File: src/rtl/pif_xi_frontend_pkg.sv
// pif_xi_frontend_pkg: bus widths, register addresses and FSM encodings shared by the XI front end
package pif_xi_frontend_pkg;

    localparam int TXA           = 6;
    localparam int TXSUBA        = 1;
    localparam int I2C_DATA_BITS = 6;

    localparam logic [TXA:0] W_SCRATCH_REG = 7'h05;
    localparam logic [TXA:0] R_ID          = 7'h00;

    typedef enum logic [2:0] {
        PIFXI_IDLE  = 3'd0,
        PIFXI_WADDR = 3'd1,
        PIFXI_WDATA = 3'd2,
        PIFXI_RIDLE = 3'd3,
        PIFXI_RWAIT = 3'd4,
        PIFXI_RSEND = 3'd5
    } pifxi_state_e;

    function automatic int cnt_width(input int lat);
        return (lat > 1) ? $clog2(lat) : 1;
    endfunction

endpackage

File: src/rtl/pif_xi_frontend.sv
// pif_xi_frontend: I2C byte stream to XI register-bus strobes; optional PIF_XI_WR_AUTOINC_EN walks the pointer on writes
module pif_xi_frontend
    import pif_xi_frontend_pkg::*;
#(
    parameter int READ_LAT = 2
) (
    input  logic                     xclk,
    input  logic                     sys_rst,
    input  logic                     i2c_start,
    input  logic                     i2c_rnw,
    input  logic                     i2c_stop,
    input  logic                     rx_valid,
    input  logic [7:0]               rx_data,
    input  logic                     tx_req,
    output logic [7:0]               tx_data,
    output logic                     tx_valid,
    input  logic [7:0]               XO,
    output logic                     XI_PWr,
    output logic [TXA:0]             XI_PRWA,
    output logic [I2C_DATA_BITS-1:0] XI_PD,
    output logic [TXSUBA:0]          XI_PRdSubA,
    output logic                     XI_PRdFinished,
    output logic                     busy
);

    localparam int CW = cnt_width(READ_LAT);

    pifxi_state_e             state_q, state_d;
    logic [TXA:0]             prwa_q, prwa_d;
    logic [I2C_DATA_BITS-1:0] pd_q, pd_d;
    logic [TXSUBA:0]          suba_q, suba_d;
    logic [CW-1:0]            cnt_q, cnt_d;
    logic [7:0]               txd_q, txd_d;
    logic                     txv_q, txv_d;
    logic                     pwr_q, pwr_d;
    logic                     fin_q, fin_d;

    // next-state and registered-output computation; start/stop override the per-state transition
    always_comb begin
        state_d = state_q;
        prwa_d  = prwa_q;
        pd_d    = pd_q;
        suba_d  = suba_q;
        cnt_d   = cnt_q;
        txd_d   = txd_q;
        txv_d   = 1'b0;
        pwr_d   = 1'b0;
        fin_d   = 1'b0;
`ifdef PIF_XI_WR_AUTOINC_EN
        if (pwr_q) prwa_d = prwa_q + 1'b1;
`else
`endif
        case (state_q)
            PIFXI_WADDR: begin
                if (rx_valid) begin
                    prwa_d  = rx_data[TXA:0];
                    state_d = PIFXI_WDATA;
                end
            end
            PIFXI_WDATA: begin
                if (rx_valid) begin
                    pd_d  = rx_data[I2C_DATA_BITS-1:0];
                    pwr_d = 1'b1;
                end
            end
            PIFXI_RIDLE: begin
                if (tx_req) begin
                    cnt_d   = CW'(READ_LAT - 1);
                    state_d = PIFXI_RWAIT;
                end
            end
            PIFXI_RWAIT: begin
                if (cnt_q == '0) state_d = PIFXI_RSEND;
                else cnt_d = cnt_q - 1'b1;
            end
            PIFXI_RSEND: begin
                txd_d   = XO;
                txv_d   = 1'b1;
                fin_d   = 1'b1;
                suba_d  = suba_q + 1'b1;
                state_d = PIFXI_RIDLE;
            end
            default: ;
        endcase
        if (i2c_stop) state_d = PIFXI_IDLE;
        if (i2c_start) begin
            state_d = i2c_rnw ? PIFXI_RIDLE : PIFXI_WADDR;
            suba_d  = i2c_rnw ? '0 : suba_d;
        end
    end

    // state and output registers with synchronous reset
    always_ff @(posedge xclk) begin
        if (sys_rst) begin
            state_q <= PIFXI_IDLE;
            prwa_q  <= '0;
            pd_q    <= '0;
            suba_q  <= '0;
            cnt_q   <= '0;
            txd_q   <= '0;
            txv_q   <= 1'b0;
            pwr_q   <= 1'b0;
            fin_q   <= 1'b0;
        end else begin
            state_q <= state_d;
            prwa_q  <= prwa_d;
            pd_q    <= pd_d;
            suba_q  <= suba_d;
            cnt_q   <= cnt_d;
            txd_q   <= txd_d;
            txv_q   <= txv_d;
            pwr_q   <= pwr_d;
            fin_q   <= fin_d;
        end
    end

    assign tx_data        = txd_q;
    assign tx_valid       = txv_q;
    assign XI_PWr         = pwr_q;
    assign XI_PRWA        = prwa_q;
    assign XI_PD          = pd_q;
    assign XI_PRdSubA     = suba_q;
    assign XI_PRdFinished = fin_q;
    assign busy           = (state_q != PIFXI_IDLE);

endmodule
File: config.mk
export PLATFORM = sky130hd
export DESIGN_NAME = pif_xi_frontend
export DESIGN_NICKNAME = d
export VERILOG_FILES = /design/src/rtl/pif_xi_frontend_pkg.sv /design/src/rtl/pif_xi_frontend.sv
export SDC_FILE = /design/constraint.sdc
export NUM_CORES = 1
export LEC_CHECK = 0
export CAP_MARGIN = 20
export CORE_MARGIN = 2
export CORE_UTILIZATION = 30
export DETAILED_ROUTE_END_ITERATION = 12
export DONT_BUFFER_PORTS = 1
export PLACE_DENSITY_LB_ADDON = 0.25
export SYNTH_ARGS = -nofsm -noshare
export SYNTH_HDL_FRONTEND = slang
export SYNTH_SLANG_ARGS = --single-unit
File: constraint.sdc
create_clock -name xclk -period 2.95 [get_ports xclk]
set_clock_uncertainty 0.2 [all_clocks]
set_input_delay 0.59 -clock xclk [delete_from_list [all_inputs] [get_ports xclk]]
set_output_delay 0.59 -clock xclk [all_outputs]
set_load 0.005 [all_outputs]
==> Word-level counts from Yosys, hierarchy flattened <==
Cells that the tools add are included.
W data, S select, Z words.
{ "totals": {"wordCells": 43, "regBits": 29, "out_inout_bits": 27} }
{ "op_classes": {"n_addsub": 2, "bitwise_logic": 1, "muxes": 15, "n_reduce_logical": 8, "n_eq_ne": 9} }
{ "op_table": {"columns": ["cell", "count"], "rows": [
  ["$mux W3", 5],
  ["$ne A4 B4 Y1 const B", 3],
  ["$pmux W3 S4", 1],
  ["$mux W2", 4],
  ["$eq A3 B2 Y1 const B", 2],
  ["$eq A3 B3 Y1 const B", 2],
  ["$reduce_and A2 Y1", 3],
  ["$reduce_bool A6 Y1", 1],
  ["$mux W1", 4],
  ["$reduce_and A4 Y1", 1],
  ["$eq A3 B1 Y1 const B", 1],
  ["$reduce_bool A3 Y1", 1],
  ["$add A2 B1 Y2 const B", 1],
  ["$ne A2 B2 Y1 const B", 1],
  ["$pmux W1 S2", 1],
  ["$reduce_bool A2 Y1", 1],
  ["$reduce_or A2 Y1", 1],
  ["$not A1 Y1", 1],
  ["$sub A1 B1 Y1 const B", 1]
]} }

==> Logic depth before layout (Yosys ltp) <==
Gate-level depths: netlist of run 1.
{ "depth": {"word_depth": 4, "mapped_depth": 6, "depth_no_buf": 4} }

==> Worst setup path before layout of run 1 <==
Ideal clock, no wire load.
{ "synth_timing": {"kind": "register to output", "startpoint": "register state_q[2]", "endpoint": "output busy", "required_ns": 2.160, "t_arrival_ns": 0.813, "setup_slack_ns": 1.347, "stages_incl_launch_ff": 3, "cell_sequence": "dfxtp_1 > buf_2 > or3_1"} }
{ "synth_between": {"elab_chain_len": 1} }
{ "synth_lines": {"columns": ["element", "line_no", "text"], "rows": [
  ["start: declaration", "pif_xi_frontend.sv:28", "pifxi_state_e state_q, state_d;"],
  ["start signal: assignment", "pif_xi_frontend.sv:105", "state_q <= state_d;"],
  ["$reduce_bool A3 Y1", "pif_xi_frontend.sv:124", "assign busy = (state_q != PIFXI_IDLE);"],
  ["end: declaration", "pif_xi_frontend.sv:23", "output logic busy"]
]} }
No other way between the ends.

==> Worst setup path in the final report of run 1 <==
Same ends and word-level chain as after synthesis.

==> results.cfg, run 1 <==
[cells_and_area]
drive_gt1_frac = 0.0813
final_area_mm2 = 0.00124
syn_to_final_growth_pct = 6.93
instances_no_fill = 171
fillCellCount = 411
layout_commonest_cell = dfxtp_1
nNetsFinal = 145
layout_common_cells = dfxtp_1, nor2_1, mux2i_1, nand2_1, a21oi_1
n_antenna_cell = 0

[setup_path]
r2r_slack_ns = 0.96
path_cells = or3_1
cp_data_required_time_ns = 2.16
rr_endpoint = XI_PRWA[6]
worst-setup-path-type = register to output port
slowest_stage = dfxtp_1
worstPathArrival_ns = 1.27
r2r_cells = 4
worstSetupEndpointType = output port
worstPathMaxFanout = 21
reg2reg_from = state_q[0]
crit_family = flip-flops
cp_num_buf_inv = 0
cp-start-kind = register
max_stage_delay_ns = 0.53

[synth]
netlist_area_mm2 = 0.00116
yosysSeqAreaShare = 0.502
synth-seq-cells = 29
synth_compound_area_frac = 0.0877
ys_warn_count = 0
synth_nets = 148
synthXorXnorAreaFrac = 0.0152
synth.mux.area_fraction = 0.121
synth_cell_types = 29
synth_top_family_by_area = simple AND/OR/NAND/NOR gates
synth-simple-area-share = 0.213
synth_cells = 125
syn_avg_cell_area_um2 = 9.25
synthAdderAreaFrac = 0

[die]
num_rows = 22
fp.dieH_um = 66.1
die-area_mm2 = 0.00437
coreArea_mm2 = 0.00369
die_w_um = 66.1
io_pins = 50
initial_core_util = 0.313

[drt]
drtAntennaViolNets = 0
num_vias = 818
drt-initial-drc-count = 35
vias_per_cell = 4.78
dr.pass1.iters = 3
wl_per_cell_um = 13.6
post-route-drc-count = 0
wl_um = 2330

[min_path]
min_to = tx_data[3]
min_path_type = input port to register
holdPathStages = 1
hp-start = sys_rst

[grt]
grt_pass1_wl_um = 3700
grt_max_degree = 29
gr-total-overflow = 0
grt_usage = 0.116
antenna_found_initial = 0
grt_pass1_vias = 806

[cts]
cts.sinks = 29
clk_pin_slew_ns = 0.06
max-clock-path-buffers = 2
h-tree-depth = 2
clk_latency_ns = 0.27
cts_buffers = 5
clock-root-buffer = clkbuf_8
cts_tree = built
postCtsSetupBuffers = 0
cts_hold_buffers = 0
cts-resized-gates = 0

[placement]
io_buffer_count = 0
dpl_cell_area_mm2 = 0.00115
dp_hpwl_um = 1690
placed_cells = 163
place_congestion = 0.694

[timing]
hold_viol_final = 0
timing.final.crit_period_ns = 2.06
fin_hold_ws_ns = 0.182
finalSetupViolCount = 0
rsz0062_at_grt = no
worst_pin_slew_ns = 0.706
min_period_over_period = 0.698
clock.fmax_mhz = 485
relSlewSlack = 0.529
slew_viol_final = 0
setup_tns_ns = 0

[power]
power.density_mw_per_mm2 = 599
p_leak_nw = 0.419
ir_drop_uv = 198

[status]
status = complete, no violations

[run]
drv_cap = 0
-- how the worst max path moves through the flow --
stage | from | end | cells after the start
global route | state_q[2] | busy | 1
floorplan | state_q[2] | busy | 2
finish | state_q[2] | busy | 1
detailed placement | state_q[0] | XI_PRWA[1] | 4
CTS | state_q[2] | busy | 1
global placement | state_q[0] | XI_PRWA[5] | 4
-- cell usage after synthesis --
master    instances  area (um^2)
dfxtp_1          29          581
nor2_1           18         67.6
mux2i_1          14          140
nand2_1          12         45.0
a21oi_1          11         55.1
nand3_1           9         45.0
buf_4             4         30.0
o21ai_0           3         15.0
buf_1             2         7.51
buf_2             2         10.0
inv_1             2         7.51
xor2_1            2         17.5
a221oi_1          1         8.76
and3_1            1         6.26
and3b_1           1         8.76
buf_6             1         11.3
clkbuf_1          1         3.75
nand2_2           1         6.26
nand2b_1          1         6.26
nor2b_1           1         6.26
nor2b_4           1         13.8
nor3_1            1         5.00
nor3_4            1         16.3
nor3b_1           1         7.51
nor4_1            1         6.26
o211ai_1          1         7.51
o22a_1            1         8.76
o22ai_1           1         6.26
or3_1             1         6.26
-- flip-flops by register name, indices dropped and copies added (netlist names) --
name	cells
XI_PRdFinished	1
XI_PRdSubA	2
cnt_q	1
XI_PD	6
XI_PRWA	7
XI_PWr	1
tx_data	8
state_q	3
-- final cells by class --
type	count	area, um^2	area share
Multi-Input combinational cell	84	505	0.409
Sequential cell	29	581	0.470
Inverter	2	7.51	0.00607
Clock buffer	6	72.6	0.0587
Clock inverter	2	10.0	0.00810
Tap cell	48	60.1	0.0486
-- layer usage --
layer	wire length, um	part of all wire	global-route usage	vias to the layer above
met5	0	0	0	-
met2	1060	0.46	0.176	39
met1	976	0.42	0.123	365
li1	-	-	-	412
met3	276	0.12	0.0767	2
met4	13	0.0056	0.0536	0
-- stage by stage --
| stage | total power [W] | worst slack, ns | utilization |
|---|---|---|---|
| global route | 0.000785 | 0.806 | 0.335 |
| finish | 0.000741 | 0.890 | 0.335 |
| global placement | 0.000447 | 0.958 | 0.313 |
| detailed placement | 0.000448 | 0.946 | 0.313 |
| CTS | 0.000757 | 0.875 | 0.335 |
| floorplan | 0.000451 | 1.35 | - |
-- kinds of logic after synthesis --
kind of cell    after synthesis
flops                        29
mux                          14
compound gates               18
simple gates                 50
buf+inv                      12
xor+xnor                      2
-- power breakdown --
group / switching [W] / internal (W)
Sequential: 0.00000996 / 0.000400
Clock: 0.000139 / 0.000163
Combinational: 0.0000152 / 0.0000147
Total: 0.000164 / 0.000577
Note: power is estimated with default switching activity, not from simulation.
==> inputs of run 2 (changes only) <==
- clock period: 2.95 -> 2.05 ns (I/O delays scaled with it)
==> run 2 against run 1 <==
- count of clock-buffer cells in the layout increased by 1
- core utilization is 1.1 points higher
- highest routed layer unchanged
- critical path depth unchanged
- register-to-register slack got worse by 0.69 ns
- flip-flop and latch count is the same
- non-clock buffer count increased by 4
- die area stayed put
- final area grew 3.1%
- first-iteration DRC count rose by 29%
- via count up 6.0%
- combinational power increased by 96%
- critical endpoint unchanged
- critical path type unchanged
- largest cell class unchanged
==> results.cfg, run 2 (synthesis gave the netlist of run 1 again) <==
[placement]
io_buffer_count = 0
dp_slack_ns = 0.286
dp_hpwl_um = 1760
placed_cells = 165
place_congestion = 0.726

[drt]
dr.pass1.iters = 4
vias_per_cell = 4.98
drt-initial-drc-count = 45
wl_per_cell_um = 14.3
post-route-drc-count = 0
drtAntennaViolNets = 0
wl_um = 2490
num_vias = 867

[timing]
min_period_over_period = 0.919
hold_viol_final = 0
timing.final.crit_period_ns = 1.88
setup_tns_ns = 0
clock.fmax_mhz = 531
worst_pin_slew_ns = 0.809
slew_viol_final = 0
finalSetupViolCount = 0
relSlewSlack = 0.459
fin_hold_ws_ns = 0.0164
rsz0062_at_grt = no
finalWorstSetupSlack_ns = 0.167

[die]
num_rows = 22
die_w_um = 66.1
fp.dieH_um = 66.1
io_pins = 50
die-area_mm2 = 0.00437
initial_core_util = 0.313
coreArea_mm2 = 0.00369

[status]
status = complete, no violations

[setup_path]
slowest_stage = dfxtp_1
r2r_cells = 5
worstPathArrival_ns = 1.27
rr_endpoint = XI_PRWA[2]
critPathCapture = busy
crit_path_start = state_q[2]
path_cells = or3_1
worstSetupEndpointType = output port
max_stage_delay_ns = 0.53
r2r_slack_ns = 0.27
reg2reg_from = state_q[2]
worst-setup-path-type = register to output port
crit_cells = 1
worstPathMaxFanout = 21
cp_data_required_time_ns = 1.44
crit_family = flip-flops
cp_num_buf_inv = 0
cp-start-kind = register

[cts]
max-clock-path-buffers = 2
cts_buffers = 5
cts_tree = built
postCtsSetupBuffers = 0
h-tree-depth = 2
clock-root-buffer = clkbuf_8
cts-resized-gates = 0
clk_latency_ns = 0.27
clk_pin_slew_ns = 0.06
cts_hold_buffers = 2
cts.sinks = 29

[run]
drv_cap = 0

[grt]
grt_max_degree = 23
grt_pass1_vias = 926
antenna_found_initial = 0
grt_usage = 0.126
gr-total-overflow = 0
grt_pass1_wl_um = 4060

[power]
p_leak_nw = 0.438
ir_drop_uv = 345
power.density_mw_per_mm2 = 863

[cells_and_area]
layout_commonest_cell = dfxtp_1
n_antenna_cell = 0
syn_to_final_growth_pct = 10.3
largest_reg_flops = 8
instances_no_fill = 174
fillCellCount = 396
drive_gt1_frac = 0.0873
layout_common_cells = dfxtp_1, nor2_1, mux2i_1, nand2_1, a21oi_1
nNetsFinal = 149

[min_path]
min_path_type = input port to register
==> run 2: how the worst min path moves through the flow <==
| stage | startpoint | endpoint | slack [ns] | cells past startpoint |
|---|---|---|---|---|
| 4_1_cts | sys_rst | XI_PWr | 0.002 | 1 |
| 6_report | sys_rst | XI_PWr | 0.02 | 1 |
| 3_5_place_dp | tx_data[3] | tx_data[3] | 0.26 | 2 |
| 5_1_grt | sys_rst | XI_PWr | 0.003 | 1 |
| 3_3_place_gp | tx_data[3] | tx_data[3] | 0.26 | 2 |
| 2_1_floorplan | tx_data[0] | tx_data[0] | 0.25 | 2 |
==> run 2: area by class of cell <==
cell class | count | area [um^2] | share of cell area
clock buffer | 7 | 86.3 | 0.0677
inverter | 2 | 7.51 | 0.00589
multi-input combinational | 84 | 505 | 0.396
sequential | 29 | 581 | 0.455
tap | 48 | 60.1 | 0.0471
timing repair buffer | 4 | 35.0 | 0.0275
==> run 2: where the power goes <==
part	switching (W)	internal, W
combinational	0.0000321	0.0000262
clock	0.000190	0.000265
sequential	0.0000117	0.000575
==> run 2: layer usage <==
metal | up-vias | GRT usage | part of all wire
li1 | 419 | - | -
met2 | 45 | 0.210 | 0.47
met4 | 0 | 0.0561 | 0.0072
met5 | - | 0 | 0
met1 | 400 | 0.126 | 0.39
met3 | 3 | 0.0733 | 0.14
==> run 2: metrics by stage <==
step | utilization | area [um^2] | power [W]
2_1_floorplan | - | 1160 | 0.000649
3_3_place_gp | 0.317 | 1170 | 0.000647
3_5_place_dp | 0.317 | 1170 | 0.000649
4_1_cts | 0.346 | 1270 | 0.00112
5_1_grt | 0.346 | 1270 | 0.00116
6_report | 0.346 | 1270 | 0.00110
==> inputs of run 3 (changes only) <==
- GPL_TIMING_DRIVEN: default -> 0
==> run 3 against run 2 <==
- combinational power up 15%
- register-to-register slack better by 0.23 ns
- maximum frequency increased by 7.5%
- core utilization up 0.58 points
- setup slack improved by 0.13 ns
- wire length is 1.0% lower
==> results.cfg, run 3 (synthesis gave the netlist of run 1 again) <==
[timing]
worst_pin_slew_ns = 0.447
hold_viol_final = 0
setup_tns_ns = 0
clock.fmax_mhz = 571
timing.final.crit_period_ns = 1.75
min_period_over_period = 0.854
rsz0062_at_grt = no
slew_viol_final = 0
finalSetupViolCount = 0
relSlewSlack = 0.701

[cells_and_area]
n_antenna_cell = 0
instances_no_fill = 181
drive_gt1_frac = 0.113
nNetsFinal = 155
syn_to_final_growth_pct = 12.1
largest_reg_flops = 8
layout_commonest_cell = dfxtp_1
layout_common_cells = dfxtp_1, nor2_1, mux2i_1, nand2_1, a21oi_1

[setup_path]
rr_endpoint = XI_PRWA[1]
crit_path_start = state_q[2]
worstSetupEndpointType = output port
worst-setup-path-type = register to output port
cp-start-kind = register
critPathCapture = busy
reg2reg_from = state_q[0]
r2r_cells = 6
worstPathArrival_ns = 1.14
worstPathMaxFanout = 10
r2r_slack_ns = 0.50
cp_data_required_time_ns = 1.44

[cts]
cts-resized-gates = 0
clock-root-buffer = clkbuf_8
cts_buffers = 5
clk_latency_ns = 0.27
clk_pin_slew_ns = 0.06
postCtsSetupBuffers = 0
cts_tree = built
cts.sinks = 29
cts_hold_buffers = 0
h-tree-depth = 2
max-clock-path-buffers = 2

[grt]
grt_usage = 0.128
antenna_found_initial = 0
grt_pass1_wl_um = 4080
grt_max_degree = 11
grt_pass1_vias = 913
gr-total-overflow = 0

[power]
comb_power_share = 0.062
power.total_w = 0.00108
p_sw_frac = 0.217
power_frac_seq = 0.541
power.density_mw_per_mm2 = 831
ir_drop_uv = 386
switching_power_w = 0.000233
power_frac_clock = 0.397
p_leak_nw = 0.456
p_int_w = 0.000844

[placement]
placed_cells = 173
io_buffer_count = 0
place_congestion = 0.683
dp_hpwl_um = 1870

[die]
initial_core_util = 0.313
io_pins = 50
die-area_mm2 = 0.00437
num_rows = 22
die_w_um = 66.1
coreArea_mm2 = 0.00369
fp.dieH_um = 66.1

[drt]
vias_per_cell = 4.83
drtAntennaViolNets = 0
wl_um = 2460
dr.pass1.iters = 4
drt-initial-drc-count = 26
num_vias = 874
post-route-drc-count = 0
wl_per_cell_um = 13.6

[run]
drv_cap = 0

[min_path]
hp-start = i2c_stop
min_path_type = input port to register

[status]
status = complete, no violations
[run 3: cell types whose count changed in the layout (fill, tap and decap cells not counted)]
cell           delta
dlygate4sd3_1     -2
clkbuf_8          -1
clkbuf_1          +3
buf_1             +2
buf_6             +1
buf_4             +2
buf_2             +2
[run 3: power by group through the flow]
stage	clock [W]	sequential (W)	combinational, W
finish	0.000427	0.000583	0.0000671
global route	0.000488	0.000583	0.0000760
CTS	0.000451	0.000583	0.0000684
detailed placement	0	0.000594	0.0000683
global placement	0	0.000594	0.0000666
floorplan	0	0.000592	0.0000565
[run 3: stage by stage]
stage | hold WS [ns] | setup WS (ns) | area, um^2 | utilization
3_3_place_gp | 0.265 | 0.447 | 1220 | 0.330
3_5_place_dp | 0.271 | 0.437 | 1220 | 0.330
5_1_grt | 0.0299 | 0.236 | 1300 | 0.351
6_report | 0.0492 | 0.299 | 1300 | 0.351
2_1_floorplan | 0.253 | 0.627 | 1160 | -
4_1_cts | 0.0372 | 0.280 | 1300 | 0.351
[run 3: worst min path at each step]
| stage | end | cells after the start |
|---|---|---|
| after floorplan | tx_data[0] | 2 |
| final | state_q[0] | 1 |
| after CTS | state_q[0] | 1 |
| after detailed placement | tx_data[4] | 2 |
| after global routing | state_q[0] | 1 |
| after global placement | tx_data[3] | 2 |
[run 3: routing by layer]
layer,global-route usage,share of wire,vias to the layer above
li1,-,-,432
met1,0.127,0.39,392
met2,0.205,0.46,48
met3,0.0903,0.15,2
met4,0.0536,0.0057,0
met5,0,0,-
[run 3: area by class of cell]
class | instances | area [um^2]
Buffer | 10 | 62.6
Clock buffer | 8 | 80.1
Fill cell | 393 | 2390
Inverter | 2 | 7.51
Multi-Input combinational cell | 84 | 505
Sequential cell | 29 | 581
Tap cell | 48 | 60.1
[run 3: critical path, cell delays in order, from the launching register on]
cell and delay, ns:
dfxtp_1 0.31, buf_2 0.18, or3_1 0.38
